**config.mk**
```make
export PLATFORM = sky130hd
export DESIGN_NAME = uart_tx_fifo
export DESIGN_NICKNAME = d
export VERILOG_FILES = /design/src/rtl/uart_tx_fifo.sv
export SDC_FILE = /design/constraint.sdc
export NUM_CORES = 1
export LEC_CHECK = 0
export CAP_MARGIN = 20
export CORE_ASPECT_RATIO = 0.8
export CORE_MARGIN = 8
export CORE_UTILIZATION = 54
export CTS_CLUSTER_DIAMETER = 120
export CTS_CLUSTER_SIZE = 24
export DETAILED_ROUTE_END_ITERATION = 10
export MAX_ROUTING_LAYER = met4
export PLACE_DENSITY_LB_ADDON = 0.3
export SYNTH_ARGS = -nofsm -noshare
export SYNTH_HDL_FRONTEND = slang
export SYNTH_SLANG_ARGS = --single-unit
```
**constraint.sdc**
```tcl
create_clock -name clk -period 2.22 [get_ports clk]
set_input_delay 0.333 -clock clk [delete_from_list [all_inputs] [get_ports clk]]
set_output_delay 0.333 -clock clk [all_outputs]
set_load 0.03 [all_outputs]
```
**src/rtl/uart_tx_fifo.sv**
```systemverilog
// UART transmitter: byte FIFO feeding an 8N1 serialiser (even parity bit added when UART_TX_PARITY_EN is defined).
// Latency: a push into an empty FIFO while idle makes tx fall 2 clocks later; one frame is 10*DIV (11*DIV) clocks.
// Backpressure: tx_rdy = !full; a strobe while full drops the byte and sets sticky overflow.
module uart_tx_fifo #(
    parameter int CLK_FREQ   = 100000000,
    parameter int BAUD       = 9600,
    parameter int FIFO_DEPTH = 4
) (
    input  logic       clk,
    input  logic       rst,
    input  logic [7:0] din,
    input  logic       din_rdy,
    output logic       tx,
    output logic       tx_rdy,
    output logic       busy,
    output logic       overflow
);
    localparam int DIV = CLK_FREQ / BAUD;
    localparam int CW  = $clog2(DIV);
    localparam int AW  = $clog2(FIFO_DEPTH);
    localparam int NW  = AW + 1;
    localparam logic [CW-1:0] CNT_MAX = CW'(DIV - 1);

`ifdef UART_TX_PARITY_EN
    typedef enum logic [2:0] {IDLE, START, DATA, PARITY, STOP} state_t;
`else
    typedef enum logic [1:0] {IDLE, START, DATA, STOP} state_t;
`endif

    logic [7:0]    mem_q [FIFO_DEPTH];
    logic [AW-1:0] wr_ptr_q, wr_ptr_d, rd_ptr_q, rd_ptr_d;
    logic [NW-1:0] count_q, count_d;
    logic          overflow_q, overflow_d;
    state_t        state_q, state_d;
    logic [CW-1:0] cnt_q, cnt_d;
    logic [2:0]    bit_q, bit_d;
    logic [7:0]    shift_q, shift_d;
    logic          tx_q, tx_d;
    logic          full, empty, push, pop;
`ifdef UART_TX_PARITY_EN
    logic          parity_q, parity_d;
`endif

    // full is taken from the registered count, so a same-cycle pop never frees a slot for a push
    assign full  = (count_q == NW'(FIFO_DEPTH));
    assign empty = (count_q == '0);
    assign push  = din_rdy & ~full;
    assign pop   = (state_q == IDLE) & ~empty;

    assign tx       = tx_q;
    assign tx_rdy   = ~full;
    assign busy     = (state_q != IDLE) | ~empty;
    assign overflow = overflow_q;

    always_comb begin
        wr_ptr_d   = wr_ptr_q + AW'(push);
        rd_ptr_d   = rd_ptr_q + AW'(pop);
        count_d    = count_q + NW'(push) - NW'(pop);
        overflow_d = overflow_q | (din_rdy & full);
    end

    always_comb begin
        state_d = state_q;
        cnt_d   = cnt_q;
        bit_d   = bit_q;
        shift_d = shift_q;
        tx_d    = 1'b1;
`ifdef UART_TX_PARITY_EN
        parity_d = parity_q;
`endif
        case (state_q)
            IDLE: begin
                if (!empty) begin
                    shift_d = mem_q[rd_ptr_q];
`ifdef UART_TX_PARITY_EN
                    parity_d = ^mem_q[rd_ptr_q];
`endif
                    cnt_d   = '0;
                    state_d = START;
                end
            end
            START: begin
                tx_d = 1'b0;
                if (cnt_q == CNT_MAX) begin
                    cnt_d   = '0;
                    bit_d   = '0;
                    state_d = DATA;
                end else begin
                    cnt_d = cnt_q + CW'(1);
                end
            end
            DATA: begin
                tx_d = shift_q[0];
                if (cnt_q == CNT_MAX) begin
                    cnt_d   = '0;
                    shift_d = shift_q >> 1;
                    if (bit_q == 3'd7) begin
`ifdef UART_TX_PARITY_EN
                        state_d = PARITY;
`else
                        state_d = STOP;
`endif
                    end else begin
                        bit_d = bit_q + 3'd1;
                    end
                end else begin
                    cnt_d = cnt_q + CW'(1);
                end
            end
`ifdef UART_TX_PARITY_EN
            PARITY: begin
                tx_d = parity_q;
                if (cnt_q == CNT_MAX) begin
                    cnt_d   = '0;
                    state_d = STOP;
                end else begin
                    cnt_d = cnt_q + CW'(1);
                end
            end
`endif
            STOP: begin
                if (cnt_q == CNT_MAX) begin
                    cnt_d   = '0;
                    state_d = IDLE;
                end else begin
                    cnt_d = cnt_q + CW'(1);
                end
            end
            default: state_d = IDLE;
        endcase
    end

    always_ff @(posedge clk) begin
        if (push) mem_q[wr_ptr_q] <= din;
    end

    always_ff @(posedge clk) begin
        if (rst) begin
            wr_ptr_q   <= '0;
            rd_ptr_q   <= '0;
            count_q    <= '0;
            overflow_q <= 1'b0;
            state_q    <= IDLE;
            cnt_q      <= '0;
            bit_q      <= '0;
            shift_q    <= '0;
            tx_q       <= 1'b1;
`ifdef UART_TX_PARITY_EN
            parity_q   <= 1'b0;
`endif
        end else begin
            wr_ptr_q   <= wr_ptr_d;
            rd_ptr_q   <= rd_ptr_d;
            count_q    <= count_d;
            overflow_q <= overflow_d;
            state_q    <= state_d;
            cnt_q      <= cnt_d;
            bit_q      <= bit_d;
            shift_q    <= shift_d;
            tx_q       <= tx_d;
`ifdef UART_TX_PARITY_EN
            parity_q   <= parity_d;
`endif
        end
    end
endmodule

```
==> flow_summary.toml, run 1 <==
[sta]
slew_headroom_pct = 65.7
final_max_slew_viol_count = 0
setup_tns_ns = 0
fin_skew_ns = 0.00609
period_minus_slack_ns = 2.13
hold_viol = 0
worst_slew_pin_slew_ns = 0.510
timing.fmax_mhz = 468
fin_crit_sh_pct = 96.2
hold_slack_ns = 0.476
rsz0062_at_grt = "no"
setup_violations = 0

[clock_tree]
clock-sinks = 68
cts_tree = "yes"
cts_buffer_depth = 2
cts_buffers = 9
clock_latency_ns = 0.35
clkTransAtPathRegs_ns = 0.08
ctsHoldBuffers = 0
root_buffer = "clkbuf_8"
htreeDepth = 3

[place]
gp_congestion = 0.886
dp_hpwl_um = 4160
port_buffers = 14
placed_cell_area_um2 = 3550

[logic_synthesis]
yosys-top-cells-count = "36 x dfxtp_1, 32 x edfxtp_1, 29 x nor2_1"
synth_edf_count = 32
synth_warnings = 0
synth_most_common_cell = "dfxtp_1"
synth_top_area_share_pct = 30.6
synth_seq_area_share_pct = 53.6
netlist_area_um2 = 3140
ys_ff_latch = 68
async_flop_share_pct = 0
netlist_instances = 262
yosysTopAreaCell = "edfxtp_1"
synth.area.top_cells = "edfxtp_1 31%, dfxtp_1 23%, mux4_2 5.7%"
syn_avg_cell_area_um2 = 12.0
ys.flop_type = "dfxtp_1"
synthDistinctLibCells = 53
syn_nets = 284

[setup_path]
crit_buf_inv = 1
slowest_stage = "or4_4"
endpoint_kind = "register"
crit_fanout = 11
crit_family = "simple AND/OR/NAND/NOR gates"
critPathMaxStageDelay_ns = 0.54
crit_type = "reg2reg"
crit_path_cell_trace = "or4b_4, or4_4, buf_6, a211o_1, a211oi_2"
cp_data_required_time_ns = 2.48
arrival_ns = 2.40
startpoint_type = "register"

[power_and_ir_drop]
internal-power_mw = 2.89
p_seq_share_pct = 38.2
pwr-share-comb_pct = 37.6
p_clk_share_pct = 24.3
p_sw_mw = 1.43
swShare_pct = 33.0
leakage_nw = 1.43
ir_worst_vdd_v = 0.000595
powerDensity_nw_per_um2 = 1140

[layout]
drive_above_1_share_pct = 24.2
diodes = 0
stdcell_area_um2 = 3770
area_delta_synth_final_pct = 20.4
nFillCells = 425
seq_area_um2 = 1680
nNetsFinal = 327
multi_input_area_um2 = 1380

[routing]
vias = 2145
antenna_left = 0
firstDrtPassIters = 4
via_per_inst = 5.53
wl_per_cell_um = 15.0
drc = 0
drt-total-wl_um = 5830
drt_first_iter_violations = 199

[floorplanning]
ios = 15
dieHeight_um = 84.2
die_w_um = 101
die_area_um2 = 8520
core_area_um2 = 5530
rows = 24
initial_core_util_pct = 56.7

[global_route]
track_usage_pct = 15.7
overflow = 0
grt_max_degree = 15
antenna_found_initial = 0
grt_pass1_wl_um = 10200
grt_pass1_vias = 2071

[min_path]
hp-class = "reg2reg"

[run_status]
outcome = "complete, no violations"

[flow_run]
drv_cap = 0
-- layer usage --
metal,global-route usage (%),vias up,share of wire [%],routed length [µm]
li1,-,1052,-,-
met1,20.3,1024,49,2880
met2,22.4,59,44,2560
met3,3.79,10,4.6,271
met4,7.69,0,1.9,110
met5,-,-,0,0
-- logic make-up (layout without fill, tap and decap cells) --
kind of cell	count (synthesis)	count (layout)	share of synthesized area, %
AND/OR/NAND/NOR	88	88	15.4
flip-flops	68	68	53.6
AO/OA/AOI/OAI	37	37	8.34
multiplexers	25	25	12.3
buffers and inverters	24	72	3.15
adder cells (fa/ha/maj)	11	11	4.63
XOR/XNOR	9	9	2.51
-- registers in the layout, summed over array words and instances (netlist names) --
register,count
bit_q,3
cnt_q,14
count_q,3
mem_q,32
overflow,1
rd_ptr_q,2
shift_q,8
state_q,2
tx,1
wr_ptr_q,2
-- path summary, 6_finish.rpt --
path	startpoint	to	slack (ns)	cells past startpoint
setup / recovery	cnt_q[10]$_SDFFE_PP0P_	state_q[0]$_SDFFE_PP0P_	0.09	5
hold / removal	bit_q[0]$_SDFFE_PP0P_	bit_q[0]$_SDFFE_PP0P_	0.48	1
setup reg to reg	cnt_q[10]$_SDFFE_PP0P_	state_q[0]$_SDFFE_PP0P_	0.09	5
hold reg to reg	bit_q[0]$_SDFFE_PP0P_	bit_q[0]$_SDFFE_PP0P_	0.48	1
-- repair_timing --
item	in CTS	in global routing
gates resized for setup	2	8
setup endpoints to repair	2	10
cloned	0	0
buffers inserted	1	0
pin swaps	0	1
-- cells in the final DEF, fill, tap and decap left out, drive strengths merged, types with 2 or more instances in the layout --
cell type      synthesis  final
dfxtp                 36     36
edfxtp                32     32
buf                    5     30
nor2                  29     29
inv                   11     14
clkdlybuf4s50          0     12
nor2b                 11     11
ha                    10     10
clkbuf                 7     10
mux2i                  9      9
o21ai                  9      9
nand2                  8      8
mux4                   8      8
mux2                   8      8
nand3                  7      7
or3                    7      7
a21oi                  7      7
xor2                   5      5
xnor2                  4      4
nand2b                 4      4
a22o                   4      4
and3                   3      3
nand4                  3      3
nor4                   3      3
nor3b                  3      3
a211oi                 3      3
or4                    3      3
clkinv                 1      3
a31oi                  2      2
-- final cells by class --
cell class	instances	area share [%]
clock inverters	7	2.15
inverters	12	1.23
clock buffers	9	3.28
well taps	78	2.59
repair buffers	44	9.61
multi-input cells	170	36.6
flip-flops and latches	68	44.6
-- per-stage QoR --
stage / std cells / setup slack (ns) / utilization (%) / total power [mW]
finish: 388 / 0.0853 / 68.3 / 4.31
global route: 388 / 0.00115 / 68.3 / 4.59
global placement: 371 / 0.0525 / 64.2 / 3.22
detailed placement: 371 / 0.0142 / 64.2 / 3.26
floorplan: 262 / 0.0473 / - / 2.80
CTS: 388 / 0.00274 / 68.0 / 4.33
-- power by group through the flow --
stage	Clock [mW]	Combinational (mW)	Sequential [mW]
CTS	1.08	1.60	1.64
global placement	0	1.56	1.67
detailed placement	0	1.59	1.67
finish	1.05	1.62	1.65
floorplan	0	1.15	1.65
global route	1.12	1.79	1.68
(Power assumes the default switching activity.)
==> inputs of run 2 (changes only) <==
- SLEW_MARGIN: default -> 20
==> results of run 2 <==
No change in the layout: final DEF, timing and power equal those of run 1.
==> inputs of run 3 (changes only) <==
- CORE_MARGIN: 8 -> 3
- CORE_UTILIZATION: 54 -> 59
- CTS_CLUSTER_DIAMETER: 120 -> 60
- clock period: 2.22 -> 2.3 ns (I/O delays scaled with it)
==> run 3 against run 2 <==
Critical path depth did not move. First-iteration DRC count fell by 61%. Clock power fell by 5%. Count of clock-buffer cells in the layout did not move. Highest routed layer unchanged. Largest cell class unchanged.
==> flow_summary.toml, run 3 (synthesis gave the netlist of run 1 again) <==
[layout]
regMostFlops = "mem_q"
drive_above_1_share_pct = 19.8
nNetsFinal = 315
layout_commonest_cell = "dfxtp_1"
layout_common_cells = "36 x dfxtp_1, 32 x edfxtp_1, 29 x nor2_1"
largest_reg_flops = 32
final_cell_count_no_fill = 360
area_delta_synth_final_pct = 16.3
stdcell_area_um2 = 3650
diodes = 0
reg_top3 = "mem_q: 32 flops, cnt_q: 14 flops, shift_q: 8 flops"

[sta]
fin_skew_ns = 0.00869
worst_slew_pin_slew_ns = 0.592
final_max_slew_viol_count = 0
setup_violations = 0
setup_tns_ns = 0
slew_headroom_pct = 60.1
fin_crit_sh_pct = 95.8
hold_viol = 0
timing.fmax_mhz = 454
period_minus_slack_ns = 2.20
hold_slack_ns = 0.486
rsz0062_at_grt = "no"

[place]
dp_hpwl_um = 4000
gp_congestion = 0.902
dp.cells = 344
placed_cell_area_um2 = 3440
port_buffers = 14

[global_route]
grt_pass1_vias = 1988
overflow = 0
track_usage_pct = 21.4
grt_max_degree = 20
grt_pass1_wl_um = 9830
antenna_found_initial = 0

[setup_path]
startpoint_type = "register"
crit_buf_inv = 1
crit_path_cell_trace = "or4b_4, or4_4, buf_4, a211o_1, a211oi_1"
critPathMaxStageDelay_ns = 0.53
slowest_stage = "or4_4"
cp_data_required_time_ns = 2.56
endpoint_kind = "register"
crit_fanout = 11
arrival_ns = 2.47
crit_family = "simple AND/OR/NAND/NOR gates"
crit_type = "reg2reg"

[routing]
firstDrtPassIters = 4
via_per_inst = 5.83
drc = 0
wl_per_cell_um = 16.0
antenna_left = 0
drt-total-wl_um = 5770
drt_first_iter_violations = 78
vias = 2099

[clock_tree]
ctsHoldBuffers = 0
root_buffer = "clkbuf_8"
post-cts-setup-buffer-count = 0
clock-sinks = 68
clkTransAtPathRegs_ns = 0.07
htreeDepth = 3
clock_latency_ns = 0.35
cts_buffer_depth = 2
cts_buffers = 9
cts_tree = "yes"

[flow_run]
drv_cap = 0

[power_and_ir_drop]
p_seq_share_pct = 39.2
ir_worst_vdd_v = 0.000774
pwr-share-comb_pct = 36.4
leakage_nw = 1.37
internal-power_mw = 2.74
p_clk_share_pct = 24.3
p_sw_mw = 1.37
powerDensity_nw_per_um2 = 1130
swShare_pct = 33.3

[floorplanning]
die_area_um2 = 6230
core_area_um2 = 5060
die_w_um = 87.5
rows = 23
dieHeight_um = 71.2
ios = 15
initial_core_util_pct = 61.9

[run_status]
outcome = "complete, no violations"

[min_path]
hp-class = "reg2reg"
[run 3: path summary, 6_finish.rpt]
kind                            slack (ns)                  start                 endpoint  cells after the start
worst min register to register        0.49    overflow$_SDFF_PP0_      overflow$_SDFF_PP0_                      2
worst max-delay path                   0.1  cnt_q[9]$_SDFFE_PP0P_  state_q[0]$_SDFFE_PP0P_                      5
worst min-delay path                  0.49    overflow$_SDFF_PP0_      overflow$_SDFF_PP0_                      2
worst max register to register         0.1  cnt_q[9]$_SDFFE_PP0P_  state_q[0]$_SDFFE_PP0P_                      5
[run 3: worst min-delay path, delay by kind of cell (launching register included)]
family           cells  cell delay [ns]
AND/OR/NAND/NOR      1             0.07
AO/OA/AOI/OAI        1             0.04
flip-flops           1             0.34
[run 3: layout make-up]
cell class / count / area, µm²
Inverter: 12 / 46.3
Multi-Input combinational cell: 170 / 1370
Clock inverter: 7 / 82.6
Fill cell: 354 / 1420
Tap cell: 62 / 77.6
Clock buffer: 9 / 124
Timing Repair Buffer: 32 / 270
Sequential cell: 68 / 1680
[run 3: power by group through the flow]
| stage | clock network [mW] | registers [mW] | logic, mW |
|---|---|---|---|
| finish | 0.999 | 1.61 | 1.49 |
| global route | 1.07 | 1.63 | 1.64 |
| CTS | 1.02 | 1.61 | 1.48 |
| detailed placement | 0 | 1.63 | 1.48 |
| global placement | 0 | 1.62 | 1.44 |
| floorplan | 0 | 1.58 | 1.09 |
[run 3: what timing repair did]
action | in CTS | in global routing
gates cloned | 0 | 0
pin swaps | 0 | 0
resized for setup | 1 | 4
endpoints found under the setup margin | 1 | 8
[run 3: through the flow]
| stage | utilization [%] | setup slack (ns) | power (mW) |
|---|---|---|---|
| after floorplan | - | 0.00609 | 2.68 |
| after global placement | 67.8 | 0.116 | 3.06 |
| after detailed placement | 67.8 | 0.0561 | 3.11 |
| after CTS | 71.9 | 0.0269 | 4.11 |
| after global routing | 72.0 | 0.00464 | 4.34 |
| final | 72.0 | 0.0961 | 4.11 |
[run 3: routing by layer]
metal	vias to the layer above	wire length, µm	share of wire (%)	GRT usage (%)
met5	-	0	0	-
met4	0	90	1.6	7.16
met3	12	256	4.4	6.64
met2	56	2630	46	29.7
met1	1004	2780	48	30.0
li1	1027	-	-	-
